### src/rtl/lamp_fpu_sqrt_arbiter.sv
`default_nettype none
// lamp_fpu_sqrt_arbiter: round-robin sharing of one lampFPU sqrt / inv-sqrt unit,
// one op in flight, timeout-protected, id-tagged backpressured response. Rev 1.0
module lamp_fpu_sqrt_arbiter #(
   parameter int NUM_REQ        = 4,
   parameter int OP_DW          = 16,
   parameter int TIMEOUT_CYCLES = 64
) (
   input  logic                       clk,
   input  logic                       rst,
   input  logic [NUM_REQ-1:0]         req_valid_i,
   input  logic [NUM_REQ-1:0]         req_inv_i,
   input  logic [NUM_REQ*OP_DW-1:0]   req_operand_i,
   output logic [NUM_REQ-1:0]         req_ready_o,
   output logic                       fpu_doSqrt_o,
   output logic                       fpu_doInvSqrt_o,
   output logic [OP_DW-1:0]           fpu_operand_o,
   input  logic [OP_DW-1:0]           fpu_result_i,
   input  logic                       fpu_valid_i,
   output logic                       rsp_valid_o,
   input  logic                       rsp_ready_i,
   output logic [$clog2(NUM_REQ)-1:0] rsp_id_o,
   output logic [OP_DW-1:0]           rsp_result_o,
   output logic                       rsp_err_o,
   output logic                       busy_o,
   output logic                       stray_o
);

   localparam int ID_W  = $clog2(NUM_REQ);
   localparam int CNT_W = $clog2(TIMEOUT_CYCLES);

   typedef logic [ID_W-1:0]  id_t;
   typedef logic [ID_W:0]    idx_t;
   typedef logic [CNT_W-1:0] cnt_t;

   localparam idx_t             NUM_EXT  = idx_t'(NUM_REQ);
   localparam id_t              LAST_ID  = id_t'(NUM_REQ - 1);
   localparam cnt_t             CNT_LAST = cnt_t'(TIMEOUT_CYCLES - 1);
   localparam logic [OP_DW-1:0] QNAN     = OP_DW'(16'h7FC0);

   typedef enum logic [1:0] {
      IDLE  = 2'd0,
      ISSUE = 2'd1,
      WAIT  = 2'd2,
      RESP  = 2'd3
   } state_t;

   state_t           state;
   state_t           state_nxt;
   id_t              ptr;
   id_t              id;
   logic             op;
   logic [OP_DW-1:0] operand;
   logic [OP_DW-1:0] result;
   logic             err;
   cnt_t             cnt;
   logic             stray;

   idx_t             idx;
   logic             found;
   id_t              grant;
   id_t              grant_inc;
   logic             accept;

   // Rotating priority search starting at ptr, wrapping modulo NUM_REQ.
   always_comb begin
      found = 1'b0;
      grant = '0;
      idx   = '0;
      for (int k = 0; k < NUM_REQ; k++) begin
         idx = {1'b0, ptr} + idx_t'(k);
         if (idx >= NUM_EXT) begin
            idx = idx - NUM_EXT;
         end
         if (!found && req_valid_i[idx[ID_W-1:0]]) begin
            found = 1'b1;
            grant = idx[ID_W-1:0];
         end
      end
   end

   assign grant_inc = (grant == LAST_ID) ? '0 : grant + 1'b1;
   assign accept    = (state == IDLE) && found;

   // Ready is gated by rst so it also reads zero while reset is held.
   always_comb begin
      req_ready_o = '0;
      for (int i = 0; i < NUM_REQ; i++) begin
         req_ready_o[i] = accept && !rst && (grant == id_t'(i));
      end
   end

   always_ff @(posedge clk or posedge rst) begin
      if (rst) begin
         state <= IDLE;
      end else begin
         state <= state_nxt;
      end
   end

   always_comb begin
      state_nxt = state;
      case (state)
         IDLE:    if (accept) state_nxt = ISSUE;
         ISSUE:   state_nxt = WAIT;
         WAIT:    if (fpu_valid_i || (cnt == CNT_LAST)) state_nxt = RESP;
         RESP:    if (rsp_ready_i) state_nxt = IDLE;
         default: state_nxt = IDLE;
      endcase
   end

   always_ff @(posedge clk or posedge rst) begin
      if (rst) begin
         ptr     <= '0;
         id      <= '0;
         op      <= 1'b0;
         operand <= '0;
         result  <= '0;
         err     <= 1'b0;
         cnt     <= '0;
         stray   <= 1'b0;
      end else begin
         if (fpu_valid_i && (state != WAIT)) begin
            stray <= 1'b1;
         end
         case (state)
            IDLE: begin
               if (accept) begin
                  id      <= grant;
                  op      <= req_inv_i[grant];
                  operand <= req_operand_i[grant*OP_DW +: OP_DW];
                  ptr     <= grant_inc;
               end
            end
            ISSUE: begin
               cnt <= '0;
            end
            WAIT: begin
               // A result arriving in the last counted cycle beats the timeout.
               if (fpu_valid_i) begin
                  result <= fpu_result_i;
                  err    <= 1'b0;
               end else if (cnt == CNT_LAST) begin
                  result <= QNAN;
                  err    <= 1'b1;
               end else begin
                  cnt <= cnt + 1'b1;
               end
            end
            default: begin
            end
         endcase
      end
   end

   assign fpu_doSqrt_o    = (state == ISSUE) && !op;
   assign fpu_doInvSqrt_o = (state == ISSUE) && op;
   assign fpu_operand_o   = (state == IDLE) ? '0 : operand;
   assign rsp_valid_o     = (state == RESP);
   assign rsp_id_o        = (state == RESP) ? id : '0;
   assign rsp_result_o    = (state == RESP) ? result : '0;
   assign rsp_err_o       = (state == RESP) && err;
   assign busy_o          = (state != IDLE);
   assign stray_o         = stray;

endmodule
`default_nettype wire

### config.mk
export PLATFORM = sky130hd
export DESIGN_NAME = lamp_fpu_sqrt_arbiter
export DESIGN_NICKNAME = d
export VERILOG_FILES = /design/src/rtl/lamp_fpu_sqrt_arbiter.sv
export SDC_FILE = /design/constraint.sdc
export NUM_CORES = 1
export LEC_CHECK = 0
export CORE_ASPECT_RATIO = 1.1
export CORE_MARGIN = 8
export CORE_UTILIZATION = 38
export CTS_CLUSTER_SIZE = 24
export DETAILED_ROUTE_END_ITERATION = 10
export GPL_TIMING_DRIVEN = 0
export PLACE_DENSITY = 0.79
export SYNTH_ARGS = -nofsm -noshare
export SYNTH_HDL_FRONTEND = slang
export SYNTH_SLANG_ARGS = --single-unit
### constraint.sdc
create_clock -name clk -period 5.5 [get_ports clk]
set_clock_uncertainty 0.1 [all_clocks]
set_input_delay 0.55 -clock clk [delete_from_list [all_inputs] [get_ports clk]]
set_output_delay 0.55 -clock clk [all_outputs]
set_load 0.05 [all_outputs]
==> results.txt <==
----------------------------------------------------
[Clock tree]
  Setup bufs post-CTS ... 0
  Worst-skew pair later-pin latency ... roughly 300 ps
  Count of clock tree sinks ... 47
  CTS tree ... done
  Maximum root-to-sink buffer count ... 2
  CTS H-Tree Depth ... 2
  Cts hold-fix bufs ... 0
  Cells resized by post-CTS repair ... 0
  Clock-pin slew reported for the worst setup and hold paths after clock tree synthesis ... around 90 ps
  Total CTS buffers ... 5
  Clock Tree Root ... sky130_fd_sc_hd__clkbuf_8

[Hold path]
  Hold Path Depth ... 1
  Min-delay src ... cnt[5]
  Endpoint of the worst hold path ... cnt[5]
  Path class of the lowest-slack min-delay path ... reg -> reg

[Outcome]
  Status ... completed

[Pwr]
  Net switching power of the design ... around 1.2 mW
  Power density of the placed cells ... about 570 nW/um^2
  Lkg Pwr ... around 1.8 nW
  Worst IR Drop VDD ... approximately 0.00034 V
  Relative contribution of combinational cells to total power ... just under 70%
  Sequential power share ... 23.7%
  Share of total power in the clock network ... between 8 and 9%
  Switching power share of the total ... between 40% and 50%
  Total internal power ... 1.25 mW

[Synth]
  Share of async-settable or async-resettable flops after synthesis ... 100%
  Basic-gate share of the synthesized area counting and, or, nand and nor cells ... a little under a fifth
  Yosys warning total ... 0
  Portion of netlist area occupied by mux cells ... roughly 6.5%
  Netlist area before placement ... 2760 sq um
  Largest family of logic cells by synthesized area ... compound AO/OA/AOI/OAI gates
  Total nets after synthesis ... ~370
  Post-synthesis cell type count ... 42
  Synthesized netlist cell count ... 275
  Area share of xor/xnor cells in the synthesized design ... 0%
  Number of synthesized flops with an enable pin ... 0
  Seq cells post-synth ... between 40 and 50
  Adder-cell area share of the yosys netlist ... under 10%
  Mean Syn Cell Area ... about 10 sq um
  Share of the yosys chip area belonging to registers ... between 40 and 50%
  Synth Area in Compound Gates ... between 20% and 30%
  Main flop type after synthesis ... sky130_fd_sc_hd__dfrtp_1

[Placed design]
  Worst setup slack after placement ... approximately 1800 ps
  Routability congestion estimate ... about 0.79
  Port-buffer cells ... about 140
  Post-DP HPWL ... 6.88 mm

[GRT]
  Largest net degree at the start of global routing ... 33
  Vias in the first global route ... roughly 2.9k
  Total global routing overflow ... 0
  Number of antenna violations at the first check in global routing ... 0
  Aggregate global-route resource usage ... roughly 17%
  First-pass GRT wire length ... 14.1 mm

[Critical path]
  Start point of the critical path ... state[0]
  Worst path cell trace ... inv_1, ha_1, clkbuf_2, inv_1, nor2_1, clkbuf_1, and3_2, clkdlybuf4s50_1
  CP Data Required Time ... just under 5000 ps
  Setup CP Type ... reg -> out
  R2r endpoint ... operand[5]
  Slack of the worst reg-to-reg path ... approximately 3200 ps
  Critical Path Start Type ... register
  R2R depth ... 8
  Critical Path Max Stage Delay ... slightly above 800 ps
  Worst EP arrival ... ~3100 ps
  Critical Path Sink Type ... output port
  Critical register-to-register path startpoint ... state[0]
  Cell seen most often among critical-path stages ... sky130_fd_sc_hd__inv_1
  Maximum fanout encountered on the critical timing path ... 10
  Worst-path cell with the longest stage delay ... sky130_fd_sc_hd__clkdlybuf4s50_1

[Cells and area]
  Filler instances ... between 600 and 700
  Ratio of cells with drive above 1 in the final layout ... around 9.1%
  Fin nets ... between 500 and 600
  Layout overhead on the synthesized area ... 56.5%
  # diodes ... 0

[Route]
  Antenna viol nets, final ... 0
  DR vias ... between 2k and 3k
  Vias per std cell ... 5.25
  Routed wire per std cell ... 17.1 microns
  DRT Wirelength ... roughly 8.6 mm
  Drt first pass iters ... 4
  DRT iter0 DRCs ... 67
  Post-route DRC ... 0

[STA]
  RSZ-0062 raised after global routing ... false
  Setup total negative slack ... 0 ps
  Relative slew slack ... 64.2%
  Final number of setup-violating endpoints ... 0
  Final number of hold-violating endpoints ... 0
  Worst path setup slack after routing ... 1730 ps
  Transition time at the pin with the least slew margin ... around 540 ps
  Portion of the clock cycle consumed by the worst path in the final layout ... 68.6%
  Max frequency ... 265 MHz
  Pins Over Slew Limit ... 0
  Final critical-path required period ... 3770 ps

[Floorplanning]
  Total number of placement rows ... 32
  Overall die width ... slightly below 100 microns
  Number of top-level design ports ... roughly 140
  Initial core utilization ... roughly 39%
  Die area ... around 10000 sq um
  Core ar. ... between 7000 and 8000 sq um
  Die outline height ... 105 microns

[Job]
  Count of maximum capacitance violations ... 0

----------------------------------------------------
-- cell type report --
class | instances | area (sq um) | share of cell area [%]
Buffer | 21 | 130 | 3.01
Clock buffer | 7 | 76.3 | 1.77
Clock inverter | 1 | 5.00 | 0.116
Inverter | 6 | 22.5 | 0.521
Multi-Input combinational cell | 201 | 1430 | 33.1
Sequential cell | 47 | 1180 | 27.2
Tap cell | 85 | 106 | 2.46
Timing Repair Buffer | 136 | 1370 | 31.7
-- power groups by stage --
stage          Clock [mW]  Combinational (mW)  Sequential [mW]
2_1_floorplan           0                1.19            0.569
3_3_place_gp            0                1.67            0.584
3_5_place_dp            0                1.70            0.593
4_1_cts             0.207                1.71            0.586
5_1_grt             0.220                1.82            0.603
6_report            0.202                1.69            0.586
-- sequential cells by signal (all words and copies together), names as in the netlist --
signal and flops:
err 1, stray_o 1, id 2, state 2
operand 16, ptr 2, cnt 6, result 16
op 1
-- synthesized netlist by cell type, drive strengths merged (2+ instances only) --
cell type | count | area share [%]
dfrtp | 47 | 43
nor2 | 25 | 3.5
and2 | 21 | 4.8
mux2i | 18 | 6.5
nor2b | 18 | 4.1
a221oi | 17 | 7.4
o22ai | 17 | 3.9
nand2 | 16 | 2.3
buf | 14 | 3.7
o22a | 10 | 3.2
a31oi | 9 | 2.0
a21oi | 8 | 1.5
a22o | 7 | 2.2
clkbuf | 7 | 1.0
ha | 7 | 3.2
inv | 6 | 0.82
and3 | 5 | 1.2
o21ai | 4 | 0.73
nor3 | 3 | 0.91
a21o | 2 | 0.54
nand2b | 2 | 0.45
-- logic make-up after synthesis --
family / Yosys count
adder cells (fa/ha/maj): 7
AND/OR/NAND/NOR: 96
multiplexers: 18
flip-flops: 47
AO/OA/AOI/OAI: 80
buffers and inverters: 27
-- cells in the final DEF, fill, tap and decap left out, types with 10 or more instances in the layout --
cell type	instances
sky130_fd_sc_hd__and2_1	21
sky130_fd_sc_hd__nor2b_1	18
sky130_fd_sc_hd__dfrtp_1	47
sky130_fd_sc_hd__o22ai_1	17
sky130_fd_sc_hd__nor2_1	24
sky130_fd_sc_hd__mux2i_1	18
sky130_fd_sc_hd__clkdlybuf4s50_1	135
sky130_fd_sc_hd__o22a_1	10
sky130_fd_sc_hd__nand2_1	15
-- worst max path at each step --
stage,to,slack (ps),cells after the start
floorplan,req_ready_o[1],2660,2
global placement,req_ready_o[0],1200,4
detailed placement,req_ready_o[2],1770,10
CTS,req_ready_o[0],1670,8
global route,req_ready_o[0],1510,8
finish,req_ready_o[0],1730,8
-- metrics by stage --
| step | instances | utilization, % | total power [mW] | hold slack [ps] | area, sq um |
|---|---|---|---|---|---|
| after floorplan | 275 | - | 1.76 | 337 | 2760 |
| after global placement | 495 | 59.9 | 2.25 | 345 | 4220 |
| after global routing | 504 | 61.3 | 2.64 | 405 | 4320 |
| after CTS | 504 | 61.3 | 2.50 | 373 | 4320 |
| final | 504 | 61.3 | 2.47 | 368 | 4320 |
| after detailed placement | 496 | 60.1 | 2.29 | 361 | 4240 |
-- critical path, delay by kind of cell, from the launching register on --
| family | cells | cell delay (ps) |
|---|---|---|
| flops | 1 | 420 |
| fa+ha+maj | 1 | 160 |
| simple gates | 2 | 570 |
| buf+inv | 5 | 1670 |
-- routing by layer --
metal  global-route usage (%)  up-vias  wire, microns
li1                         -     1286              -
met1                     18.9     1247           3540
met2                     28.8      107           4300
met3                     6.66        6            715
met4                     3.58        0             65
met5                        0        -              0
Power figures use the tool's default switching activity.
